$ cat src/rtl/pg_ctrl.sv
`default_nettype none
// ============================================================================
// pg_ctrl : power-gating sequencer (isolate, save, switch off, restore, reset)
// Rev 1.0 : initial release
// ============================================================================
module pg_ctrl #(
    parameter int unsigned SAVE_CYC    = 2,
    parameter int unsigned RST_HOLD    = 4,
    parameter int unsigned RESTORE_CYC = 2,
    parameter int unsigned TMO         = 16
) (
    input  logic       cpu_clk,
    input  logic       cpu_rst,
    input  logic       sleep_req,
    input  logic       wake_req,
    input  logic       pwr_sw_ack,
    output logic       pwr_sw_en,
    output logic       iso_en,
    output logic       ret_save,
    output logic       ret_restore,
    output logic       pg_resetn,
    output logic [2:0] pg_state,
    output logic       pg_err
);

    typedef enum logic [2:0] {
        ST_ON       = 3'd0,
        ST_ISO      = 3'd1,
        ST_SAVE     = 3'd2,
        ST_PWR_DN   = 3'd3,
        ST_OFF      = 3'd4,
        ST_PWR_UP   = 3'd5,
        ST_RST_HOLD = 3'd6,
        ST_RESTORE  = 3'd7
    } state_t;

    // Dwell counter starts at 0 on entry, so "N cycles" ends when it reads N-1.
    localparam logic [7:0] c_save_last    = 8'(SAVE_CYC - 1);
    localparam logic [7:0] c_rst_last     = 8'(RST_HOLD - 1);
    localparam logic [7:0] c_restore_last = 8'(RESTORE_CYC - 1);
    localparam logic [7:0] c_tmo_last     = 8'(TMO - 1);

    state_t     r_state;
    state_t     w_next;
    logic [7:0] r_cnt;
    logic       r_err;
    logic       w_set_err;
    logic       w_tmo;

    always_comb begin
        w_next    = r_state;
        w_set_err = 1'b0;
        w_tmo     = (r_cnt == c_tmo_last);
        case (r_state)
            ST_ON:       if (sleep_req && !wake_req) w_next = ST_ISO;
            ST_ISO:      w_next = ST_SAVE;
            ST_SAVE:     if (r_cnt == c_save_last) w_next = ST_PWR_DN;
            ST_PWR_DN: begin
                // A genuine ack on the timeout cycle takes precedence over the error.
                if (!pwr_sw_ack) begin
                    w_next = ST_OFF;
                end else if (w_tmo) begin
                    w_next    = ST_OFF;
                    w_set_err = 1'b1;
                end
            end
            ST_OFF:      if (wake_req) w_next = ST_PWR_UP;
            ST_PWR_UP: begin
                if (pwr_sw_ack) begin
                    w_next = ST_RST_HOLD;
                end else if (w_tmo) begin
                    w_set_err = 1'b1;
                end
            end
            ST_RST_HOLD: if (r_cnt == c_rst_last) w_next = ST_RESTORE;
            ST_RESTORE:  if (r_cnt == c_restore_last) w_next = ST_ON;
            default:     w_next = ST_ON;
        endcase
    end

    always_ff @(posedge cpu_clk) begin
        if (cpu_rst) begin
            r_state <= ST_ON;
            r_cnt   <= 8'd0;
            r_err   <= 1'b0;
        end else begin
            r_state <= w_next;
            if (w_next != r_state) begin
                r_cnt <= 8'd0;
            end else if (r_cnt != 8'hFF) begin
                r_cnt <= r_cnt + 8'd1;
            end
            if (w_set_err) begin
                r_err <= 1'b1;
            end
        end
    end

    always_comb begin
        pwr_sw_en   = 1'b1;
        iso_en      = 1'b0;
        ret_save    = 1'b0;
        ret_restore = 1'b0;
        pg_resetn   = 1'b1;
        case (r_state)
            ST_ON:       ;
            ST_ISO:      iso_en = 1'b1;
            ST_SAVE: begin
                iso_en   = 1'b1;
                ret_save = 1'b1;
            end
            ST_PWR_DN, ST_OFF: begin
                pwr_sw_en = 1'b0;
                iso_en    = 1'b1;
                pg_resetn = 1'b0;
            end
            ST_PWR_UP, ST_RST_HOLD: begin
                iso_en    = 1'b1;
                pg_resetn = 1'b0;
            end
            ST_RESTORE: begin
                iso_en      = 1'b1;
                ret_restore = 1'b1;
            end
            default: ;
        endcase
    end

    assign pg_state = r_state;
    assign pg_err   = r_err;

endmodule
`default_nettype wire
$ cat config.mk
export PLATFORM = sky130hd
export DESIGN_NAME = pg_ctrl
export DESIGN_NICKNAME = d
export VERILOG_FILES = /design/src/rtl/pg_ctrl.sv
export SDC_FILE = /design/constraint.sdc
export NUM_CORES = 1
export LEC_CHECK = 0
export ABC_CLOCK_PERIOD_IN_PS = 2900
export CAP_MARGIN = 20
export CORE_MARGIN = 5
export CORE_UTILIZATION = 55
export CTS_BUF_LIST = sky130_fd_sc_hd__clkbuf_4 sky130_fd_sc_hd__clkbuf_8
export DETAILED_ROUTE_END_ITERATION = 10
export GPL_ROUTABILITY_DRIVEN = 1
export PLACE_DENSITY_LB_ADDON = 0.1
export SETUP_SLACK_MARGIN = 0.2
export SYNTH_ARGS = -nofsm -noshare
export SYNTH_HDL_FRONTEND = slang
export SYNTH_SLANG_ARGS = --single-unit
$ cat constraint.sdc
create_clock -name cpu_clk -period 2.9 [get_ports cpu_clk]
set_input_delay 0.29 -clock cpu_clk [delete_from_list [all_inputs] [get_ports cpu_clk]]
set_output_delay 0.29 -clock cpu_clk [all_outputs]
set_load 0.03 [all_outputs]
==> impl_metrics.yaml, run 1 <==
sta:
  fin_skew_ps: 1.09
  max_slew_margin_pct: 67.5
  finalWorstSetupSlack_ps: 471
  tns_ps: 0
  fin_crit_ps: 2430
  finalMaxSlewViolations: 0
  worst-slew-pin-transition_ps: 487
  period_share_pct: 83.8
  rsz0062_at_grt: "no"
  setup_viol: 0
  fmax_mhz: 412
  finalHoldViolCount: 0
worst_setup_path:
  worstSetupEndpointType: "output pin"
  r2r_slack_ps: 980
  r2r_start: "pg_state[2]"
  reg2reg_depth: 5
  crit_arrival_ps: 2140
  cp-start-kind: "flip-flop"
  criticalPathCategory: "reg -> out"
  worst_r2r_endpoint: "r_cnt[4]"
  cp_max_fo: 16
  worstPathRequired_ps: 2610
synth:
  synth_area_per_cell_um2: 7.53
  ys_ff_latch: 12
  synthTopCellsByArea: "dfxtp_1, nor2_1, nor3_1, nand2_1, a31oi_1"
  synth_warnings: 0
  syn_nets: 111
  synth_cells: 104
  synth.distinct_cells: 37
  netlist_area_um2: 783
  synthFlopType: "dfxtp_1"
  netlist_top_cells_count: "nor2_1, dfxtp_1, nand2_1"
  synth_top_area_share_pct: 30.7
  synthMostInstantiatedCell: "nor2_1"
  postSynth.asyncResetShare_pct: 0
  yosysSeqAreaShare_pct: 30.7
  synth_edf_count: 0
  yosysTopAreaCell: "dfxtp_1"
min_path:
  min_path_type: "reg -> reg"
  hp-start: "pg_err"
  hold_end: "pg_err"
  min_path_cells: 2
cts:
  cts_max_path_buffers: 2
  root_buffer: "clkbuf_4"
  clk_pin_slew_ps: 70
  h-tree-depth: 1
  cts_resized: 0
  clock_sinks: 12
  insertion_delay_ps: 270
  cts_setup_buffers: 0
  numCtsBuffers: 3
  postCtsHoldBufs: 0
  cts_tree: "yes"
route:
  drc: 0
  via_per_inst: 5.75
  wl_um: 1790
  dr_total_vias: 747
  wl_per_cell_um: 13.7
  detail-route-antenna-nets: 0
  drtIter0Drc: 24
  drt_first_pass_iters: 4
placement:
  io_buffers: 13
  hpwl_um: 1300
  pre_cts_ws_ps: 777
  placed_area_um2: 911
  gp_congestion: 0.813
finish:
  nets: 124
  register_area_um2: 240
  final.fill_count: 110
  final_core_util_pct: 70.8
  drive_gt1_share_pct: 8.70
  multi_input_area_um2: 507
  antennaDiodeCount: 0
  final_design_area_no_fill_um2: 933
  area_growth_pct: 19.2
global_routing:
  grt-ovfl-total: 0
  grt_pass1_wl_um: 2990
  busiest_layer: "met2"
  global_route.usage.met3_pct: 9.02
  use_met1_pct: 24.6
  antenna_found_initial: 0
  grt_max_degree: 17
  gr-usage-met2_pct: 26.9
  grt_pass1_vias: 662
  track_usage_pct: 19.1
pwr:
  power.switching_w: 0.000207
  p_int_w: 0.000322
  powerDensity_nw_per_um2: 566
  seqPwrFrac_pct: 41.8
  p_sw_share_pct: 39.1
  clock_power_share_pct: 19.2
  vdd_ir_drop_max_v: 0.000323
  power_w: 0.000528
  power_frac_comb_pct: 39.0
  p_leak_nw: 0.333
die:
  row_count: 13
  initial_core_util_pct: 59.4
  dieArea_um2: 2280
  fp.coreArea_um2: 1320
  die_w_um: 47.7
  die-height_um: 47.7
  pin_count: 14
run:
  maxCapViolCount: 0
outcome:
  status: "complete, no violations"
layout make-up:
| class | count | area share, % |
|---|---|---|
| clock buffer | 3 | 2.41 |
| sequential | 12 | 25.7 |
| inverter | 4 | 1.61 |
| multi-input combinational | 83 | 54.3 |
| timing repair buffer | 13 | 13.9 |
| tap | 15 | 2.01 |
worst max path at each step:
| stage | start | end | cells past startpoint |
|---|---|---|---|
| 6_report | pg_state[0] | pwr_sw_en | 4 |
| 3_3_place_gp | pg_state[0] | pwr_sw_en | 4 |
| 4_1_cts | pg_state[1] | pwr_sw_en | 4 |
| 3_5_place_dp | pg_state[1] | pwr_sw_en | 4 |
| 5_1_grt | pg_state[1] | pwr_sw_en | 4 |
| 2_1_floorplan | pg_state[0] | pwr_sw_en | 3 |
critical path: stages, from the launching register on:
cell,delay [ps]
dfxtp_1,630
nand2_1,150
or2_2,320
a21boi_0,130
clkdlybuf4s50_1,630
state kept, by name (all words and copies together), names as in the netlist:
name,count
pg_state,3
r_cnt,8
pg_err,1
power by group through the flow:
stage               sequential, W  clock (W)  combinational [W]
global placement         0.000221          0           0.000206
CTS                      0.000220   0.000104           0.000208
detailed placement       0.000223          0           0.000207
finish                   0.000221   0.000101           0.000206
global route             0.000226   0.000115           0.000226
floorplan                0.000218          0           0.000146
layer usage:
metal	wire (um)	vias up
met5	0	-
met4	31	0
met3	108	4
met2	791	14
met1	855	335
li1	-	394
cells by family (layout without fill, tap and decap cells):
| group | after synthesis | count (layout) | share of synthesized area, % |
|---|---|---|---|
| and+or+nand+nor | 54 | 54 | 32.9 |
| AOI/OAI and AO/OA | 23 | 23 | 23.6 |
| DFF | 12 | 12 | 30.7 |
| buffers and inverters | 9 | 20 | 4.63 |
| adders and majority gates | 2 | 2 | 3.19 |
| xor gates and xnor gates | 2 | 2 | 2.24 |
| muxes | 2 | 2 | 2.72 |
stage by stage:
step	hold slack (ps)	cells
2_1_floorplan	362	104
3_3_place_gp	462	127
3_5_place_dp	468	127
4_1_cts	484	130
5_1_grt	524	130
6_report	475	130
layout by cell type, fill, tap and decap left out, types with 2 or more instances in the layout:
cell / Yosys / layout
nor2_1: 23 / 23
clkdlybuf4s50_1: 0 / 13
dfxtp_1: 12 / 12
nand2_1: 7 / 7
nor3_1: 6 / 6
inv_1: 4 / 4
nand3_1: 4 / 4
nor2b_1: 4 / 4
a31oi_1: 4 / 4
a21oi_1: 3 / 3
clkbuf_4: 0 / 3
and3_1: 2 / 2
xor2_1: 2 / 2
nand2b_1: 2 / 2
o21ai_0: 2 / 2
a211oi_1: 2 / 2
ha_1: 2 / 2
Power figures use the tool's default switching activity.
==> run 2: changes to the inputs <==
--- a/config.mk
+++ b/config.mk
@@ -5,10 +5,11 @@
 export SDC_FILE = /design/constraint.sdc
 export NUM_CORES = 1
 export LEC_CHECK = 0
-export ABC_CLOCK_PERIOD_IN_PS = 2900
+export ABC_CLOCK_PERIOD_IN_PS = 2050
 export CAP_MARGIN = 20
+export CORE_ASPECT_RATIO = 1.1
 export CORE_MARGIN = 5
-export CORE_UTILIZATION = 55
+export CORE_UTILIZATION = 48
 export CTS_BUF_LIST = sky130_fd_sc_hd__clkbuf_4 sky130_fd_sc_hd__clkbuf_8
 export DETAILED_ROUTE_END_ITERATION = 10
 export GPL_ROUTABILITY_DRIVEN = 1
==> constraint.sdc (replaced) <==
create_clock -name cpu_clk -period 2.05 [get_ports cpu_clk]
set_input_delay 0.205 -clock cpu_clk [delete_from_list [all_inputs] [get_ports cpu_clk]]
set_output_delay 0.205 -clock cpu_clk [all_outputs]
set_load 0.03 [all_outputs]
==> run 2 against run 1 <==
- flip-flop and latch count stayed put
- total power is 50% higher
- sequential power is 29% higher
- global-route usage is 4.3 points lower
- clock power is 37% higher
- non-clock buffer count is 5 higher
- critical path depth is 1 lower
- wire length is 3.5% lower
- die area is 11% higher
- largest power group is now combinational cells
==> impl_metrics.yaml, run 2 (synthesized netlist as in run 1, its figures left out) <==
pwr:
  p_leak_nw: 0.373
  powerDensity_nw_per_um2: 781
  power_w: 0.000794
  vdd_ir_drop_max_v: 0.000637
finish:
  antennaDiodeCount: 0
  drive_gt1_share_pct: 21.7
  max_flop_register: "r_cnt"
  nets: 129
  final_common_cell: "nor2_1"
  area_growth_pct: 29.9
  final.fill_count: 148
  final_core_util_pct: 65.3
  register_area_um2: 244
  final_cell_mix: "nor2_1, clkdlybuf4s50_1, dfxtp_1, nand2_1, buf_4"
  multi_input_area_um2: 552
  largest_reg_flops: 8
global_routing:
  grt_pass1_vias: 726
  busiest_layer: "met2"
  use_met1_pct: 17.0
  global_route.usage.met3_pct: 4.27
  antenna_found_initial: 0
  grt_max_degree: 12
  grt-ovfl-total: 0
  gr-usage-met2_pct: 25.2
  track_usage_pct: 14.8
  grt_pass1_wl_um: 3040
sta:
  finalWorstSetupSlack_ps: 311
  fin_skew_ps: 3.08
  period_share_pct: 84.8
  finalHoldViolCount: 0
  finalMaxSlewViolations: 0
  fmax_mhz: 575
  fin_crit_ps: 1740
  setup_viol: 0
  max_slew_margin_pct: 78.3
  rsz0062_at_grt: "no"
  worst-slew-pin-transition_ps: 323
  tns_ps: 0
die:
  dieArea_um2: 2540
  initial_core_util_pct: 50.3
  pin_count: 14
  fp.coreArea_um2: 1560
  row_count: 15
  die_w_um: 48.5
  die-height_um: 52.4
min_path:
  min_path_cells: 2
  min_path_type: "reg -> reg"
route:
  via_per_inst: 5.67
  detail-route-antenna-nets: 0
  wl_per_cell_um: 12.6
  dr_total_vias: 777
  wl_um: 1720
  drc: 0
  drt_first_pass_iters: 4
  drtIter0Drc: 7
placement:
  hpwl_um: 1320
  gp_congestion: 0.783
  pre_cts_ws_ps: 164
  io_buffers: 13
worst_setup_path:
  criticalPathCategory: "reg -> out"
  cp-start-kind: "flip-flop"
  crit_arrival_ps: 1530
  reg2reg_depth: 5
  cp_max_fo: 3
  worstPathRequired_ps: 1850
  worstSetupEndpointType: "output pin"
cts:
  numCtsBuffers: 3
  h-tree-depth: 1
  postCtsHoldBufs: 0
  cts_setup_buffers: 0
  insertion_delay_ps: 260
  cts_tree: "yes"
  cts_max_path_buffers: 2
  root_buffer: "clkbuf_4"
  clk_pin_slew_ps: 70
  clock_sinks: 12
run:
  maxCapViolCount: 0
outcome:
  status: "complete, no violations"
## run 2: cell types whose count changed in the layout (fill, tap and decap cells not counted), moves of 3 or more
cell / previous run / this run
dlygate4sd2_1: 0 / 4
buf_4: 0 / 5
clkdlybuf4s50_1: 13 / 9
dfxtp_2: 0 / 3
dfxtp_1: 12 / 9
## run 2: final timing paths
check	startpoint	endpoint	slack [ps]
hold / removal	pg_err	pg_err	480
setup reg to reg	r_cnt[4]	r_cnt[0]	320
setup / recovery	pg_state[0]	pg_resetn	310
hold reg to reg	pg_err	pg_err	480
## run 2: area by class of cell
cell class	count	area share [%]
Clock buffer	3	2.21
Inverter	4	1.48
Multi-Input combinational cell	83	54.2
Sequential cell	12	24.0
Tap cell	17	2.09
Timing Repair Buffer	18	16.0
## run 2: metal layers
layer  wire (um)  vias to the layer above
met2         796                       18
met3          97                        2
li1            -                      406
met1         816                      351
met5           0                        -
met4          13                        0
## run 2: per-stage QoR
stage | instances | hold slack [ps] | cell area, um2
2_1_floorplan | 104 | 277 | 783
3_3_place_gp | 134 | 451 | 951
3_5_place_dp | 134 | 464 | 951
4_1_cts | 137 | 481 | 968
5_1_grt | 137 | 515 | 1020
6_report | 137 | 478 | 1020
## run 2: critical path: stages (launching register included)
cell,delay (ps)
dfxtp_1,370
nand2_1,90
xor2_1,130
clkdlybuf4s50_1,680
## run 2: report_power, final
part / switching (W) / internal [W] / total (W)
Clock: 0.0000706 / 0.0000678 / 0.000138
Sequential: 0.0000272 / 0.000258 / 0.000285
Combinational: 0.000211 / 0.000159 / 0.000371
Total: 0.000309 / 0.000485 / 0.000794
## run 2: timing repair
item                                    4_1_cts  5_1_grt
pin swaps                                     1        6
endpoints found under the setup margin        6        9
gates resized for setup                       4       13
==> run 3: changes to the inputs <==
--- a/config.mk
+++ b/config.mk
@@ -5,7 +5,7 @@
 export SDC_FILE = /design/constraint.sdc
 export NUM_CORES = 1
 export LEC_CHECK = 0
-export ABC_CLOCK_PERIOD_IN_PS = 2050
+export ABC_CLOCK_PERIOD_IN_PS = 1400
 export CAP_MARGIN = 20
 export CORE_ASPECT_RATIO = 1.1
 export CORE_MARGIN = 5
==> constraint.sdc (replaced) <==
create_clock -name cpu_clk -period 1.4 [get_ports cpu_clk]
set_input_delay 0.14 -clock cpu_clk [delete_from_list [all_inputs] [get_ports cpu_clk]]
set_output_delay 0.14 -clock cpu_clk [all_outputs]
set_load 0.03 [all_outputs]
==> run 3 against run 2 <==
- the run now fails in global routing
- synthesized cell count unchanged
- synthesized area unchanged
==> impl_metrics.yaml, run 3 <==
die:
  initial_core_util_pct: 50.3
  row_count: 15
  die-height_um: 52.4
  pin_count: 14
  die_w_um: 48.5
placement:
  gp_congestion: 0.833
  hpwl_um: 1680
  pre_cts_ws_ps: -257
  io_buffers: 13
synth:
  synth_area_per_cell_um2: 7.53
  synthFlopType: "dfxtp_1"
  ys_ff_latch: 12
  synthTopCellsByArea: "dfxtp_1, nor2_1, nor3_1, nand2_1, a31oi_1"
  syn_nets: 111
  synth_top_area_share_pct: 30.7
  postSynth.asyncResetShare_pct: 0
  synthMostInstantiatedCell: "nor2_1"
  synth_cells: 104
  synth_edf_count: 0
  yosysTopAreaCell: "dfxtp_1"
  netlist_top_cells_count: "nor2_1, dfxtp_1, nand2_1"
  yosysSeqAreaShare_pct: 30.7
  synth_warnings: 0
  netlist_area_um2: 783
  synth.distinct_cells: 37
cts:
  postCtsHoldBufs: 0
  clock_sinks: 12
  h-tree-depth: 1
  numCtsBuffers: 3
  cts_max_path_buffers: 2
  root_buffer: "clkbuf_4"
outcome:
  lastStage: "global routing"
  error: "[ERROR DPL-0033] detailed placement checks failed during check placement."
  status: "stopped before the end"
sta:
  worstEpCategory: "register data pin"
  postGrtWorstEndpoint: "r_cnt[4]$_SDFFE_PP0P_/D"
global_routing:
  antenna_found_initial: 0
  grt_max_degree: 9
## run 3: through the flow
| step | area, um2 | hold slack, ps | instances | setup TNS [ps] |
|---|---|---|---|---|
| after floorplan | 825 | 205 | 104 | -1450 |
| after global placement | 1180 | 452 | 159 | -1980 |
| after detailed placement | 1180 | 482 | 159 | -2370 |
| after CTS | 1340 | 497 | 169 | -2120 |
## run 3: cell families after synthesis
group / count (synthesis) / synth area share (%)
multiplexers: 2 / 2.72
buffers and inverters: 9 / 4.63
AO/OA/AOI/OAI: 23 / 23.6
flip-flops: 12 / 30.7
AND/OR/NAND/NOR: 54 / 32.9
XOR/XNOR: 2 / 2.24
adder cells (fa/ha/maj): 2 / 3.19
## run 3: what timing repair did
| action | 4_1_cts |
|---|---|
| resized for setup | 48 |
| gates cloned | 0 |
| buffers inserted | 7 |
| pin swaps | 7 |
| endpoints found under the setup margin | 21 |
==> run 4: changes to the inputs <==
==> config.mk (replaced) <==
export PLATFORM = sky130hd
export DESIGN_NAME = pg_ctrl
export DESIGN_NICKNAME = d
export VERILOG_FILES = /design/src/rtl/pg_ctrl.sv
export SDC_FILE = /design/constraint.sdc
export NUM_CORES = 1
export LEC_CHECK = 0
export ABC_CLOCK_PERIOD_IN_PS = 1800
export CAP_MARGIN = 20
export CORE_AREA = 5 5 66 68
export DETAILED_ROUTE_END_ITERATION = 10
export DIE_AREA = 0 0 71 73
export GPL_ROUTABILITY_DRIVEN = 1
export PLACE_DENSITY_LB_ADDON = 0.15
export SYNTH_ARGS = -nofsm -noshare
export SYNTH_HDL_FRONTEND = slang
export SYNTH_SLANG_ARGS = --single-unit
==> constraint.sdc (replaced) <==
create_clock -name cpu_clk -period 1.8 [get_ports cpu_clk]
set_input_delay 0.18 -clock cpu_clk [delete_from_list [all_inputs] [get_ports cpu_clk]]
set_output_delay 0.18 -clock cpu_clk [all_outputs]
set_load 0.03 [all_outputs]
==> run 4 against run 3 <==
- the run now ends clean
==> impl_metrics.yaml, run 4 (synthesized netlist as in run 1, its figures left out) <==
cts:
  cts_max_path_buffers: 2
  clk_pin_slew_ps: 60
  insertion_delay_ps: 240
  root_buffer: "clkbuf_8"
  h-tree-depth: 1
  numCtsBuffers: 3
  clock_sinks: 12
  cts_tree: "yes"
  postCtsHoldBufs: 0
pwr:
  vdd_ir_drop_max_v: 0.000333
  p_leak_nw: 0.430
  powerDensity_nw_per_um2: 925
worst_setup_path:
  criticalPathCategory: "reg -> reg"
  reg2reg_depth: 5
  cpPeakStageDelay_ps: 580
  worstPathRequired_ps: 1920
  cp-start-kind: "flip-flop"
  cp_max_fo: 8
  cp_common_cell: "o21ai_4"
  worstSetupEndpointType: "flip-flop"
  slowest_stage: "or4_4"
  worst_r2r_endpoint: "r_cnt[1]"
  cp_cell_sequence: "or4_4 -> o21ai_4 -> o2bb2ai_2 -> o21ai_4 -> nor2_1"
  crit_arrival_ps: 1830
  r2r_slack_ps: 90
  r2r_start: "r_cnt[4]"
finish:
  final_common_cell: "nor2_1"
  nets: 136
  final_cell_mix: "nor2_1, dfxtp_1, buf_4, clkdlybuf4s50_1, nand2_1"
  antennaDiodeCount: 0
  final_core_util_pct: 31.2
  largest_reg_flops: 8
  area_growth_pct: 51.1
  layout.cells.non_filler: 178
  drive_gt1_share_pct: 23.4
  max_flop_register: "r_cnt"
die:
  initial_core_util_pct: 20.6
  pin_count: 14
  die_w_um: 71
  row_count: 23
  fp.coreArea_um2: 3800
  die-height_um: 73
  dieArea_um2: 5180
sta:
  whs_ps: 481
  period_share_pct: 95.1
  tns_ps: 0
  setup_viol: 0
  fin_crit_ps: 1710
  finalWorstSetupSlack_ps: 88.5
  finalMaxSlewViolations: 0
  fin_skew_ps: 3.89
  fmax_mhz: 584
  finalHoldViolCount: 0
  max_slew_margin_pct: 79.4
  worst-slew-pin-transition_ps: 308
global_routing:
  antenna_found_initial: 0
  grt_pass1_vias: 733
  grt_max_degree: 16
  grt-ovfl-total: 0
  grt_pass1_wl_um: 3500
  track_usage_pct: 8.44
min_path:
  hp-start: "pg_err"
  min_path_cells: 2
  hold_end: "pg_err"
  min_path_type: "reg -> reg"
run:
  maxCapViolCount: 0
route:
  dr_total_vias: 806
  via_per_inst: 4.53
  drtIter0Drc: 32
  wl_per_cell_um: 11.9
  drt_first_pass_iters: 4
  wl_um: 2120
  drc: 0
  detail-route-antenna-nets: 0
outcome:
  status: "complete, no violations"
placement:
  pre_cts_ws_ps: 8.42
  hpwl_um: 1590
  gp_congestion: 0.767
  io_buffers: 13
  placed_cells: 173
[run 4: worst max-delay path by stage]
stage,start,to
2_1_floorplan,pg_state[2],r_cnt[4]
3_3_place_gp,r_cnt[0],r_cnt[4]
3_5_place_dp,r_cnt[1],r_cnt[4]
4_1_cts,r_cnt[0],r_cnt[5]
5_1_grt,r_cnt[4],r_cnt[1]
6_report,r_cnt[4],r_cnt[1]
[run 4: worst max-delay path, delay by kind of cell (launching register included)]
kind,cells,cell delay (ps)
flops,1,350
compound gates,3,560
simple gates,2,670
[run 4: stage by stage]
stage,cell area (um2),total power [W]
finish,1180,0.00110
global route,1180,0.00117
CTS,1120,0.00108
detailed placement,1070,0.000789
global placement,1070,0.000788
floorplan,783,0.000587
[run 4: layer usage]
metal	global-route usage (%)	part of all wire, %	vias to the layer above
li1	-	-	415
met1	10.8	47	377
met2	13.4	47	12
met3	2.20	4.6	2
met4	3.76	0.99	0
met5	0	0	-
[run 4: power breakdown]
group	switching (W)	internal, W	leakage [nW]
Sequential	0.0000234	0.000292	0.0978
Clock	0.000104	0.000193	0.0288
Combinational	0.000256	0.000226	0.303
Total	0.000384	0.000712	0.430
[run 4: what timing repair did]
item	in CTS	in global routing
setup buffers	0	1
pin swaps	1	5
endpoints found under the setup margin	7	9
resized for setup	5	10
[run 4: layout make-up]
class	count	area, um2
fillers	429	2620
multi-input cells	83	558
inverters	4	15.0
well taps	50	62.6
clock buffers	4	55.1
repair buffers	25	251
flip-flops and latches	12	241
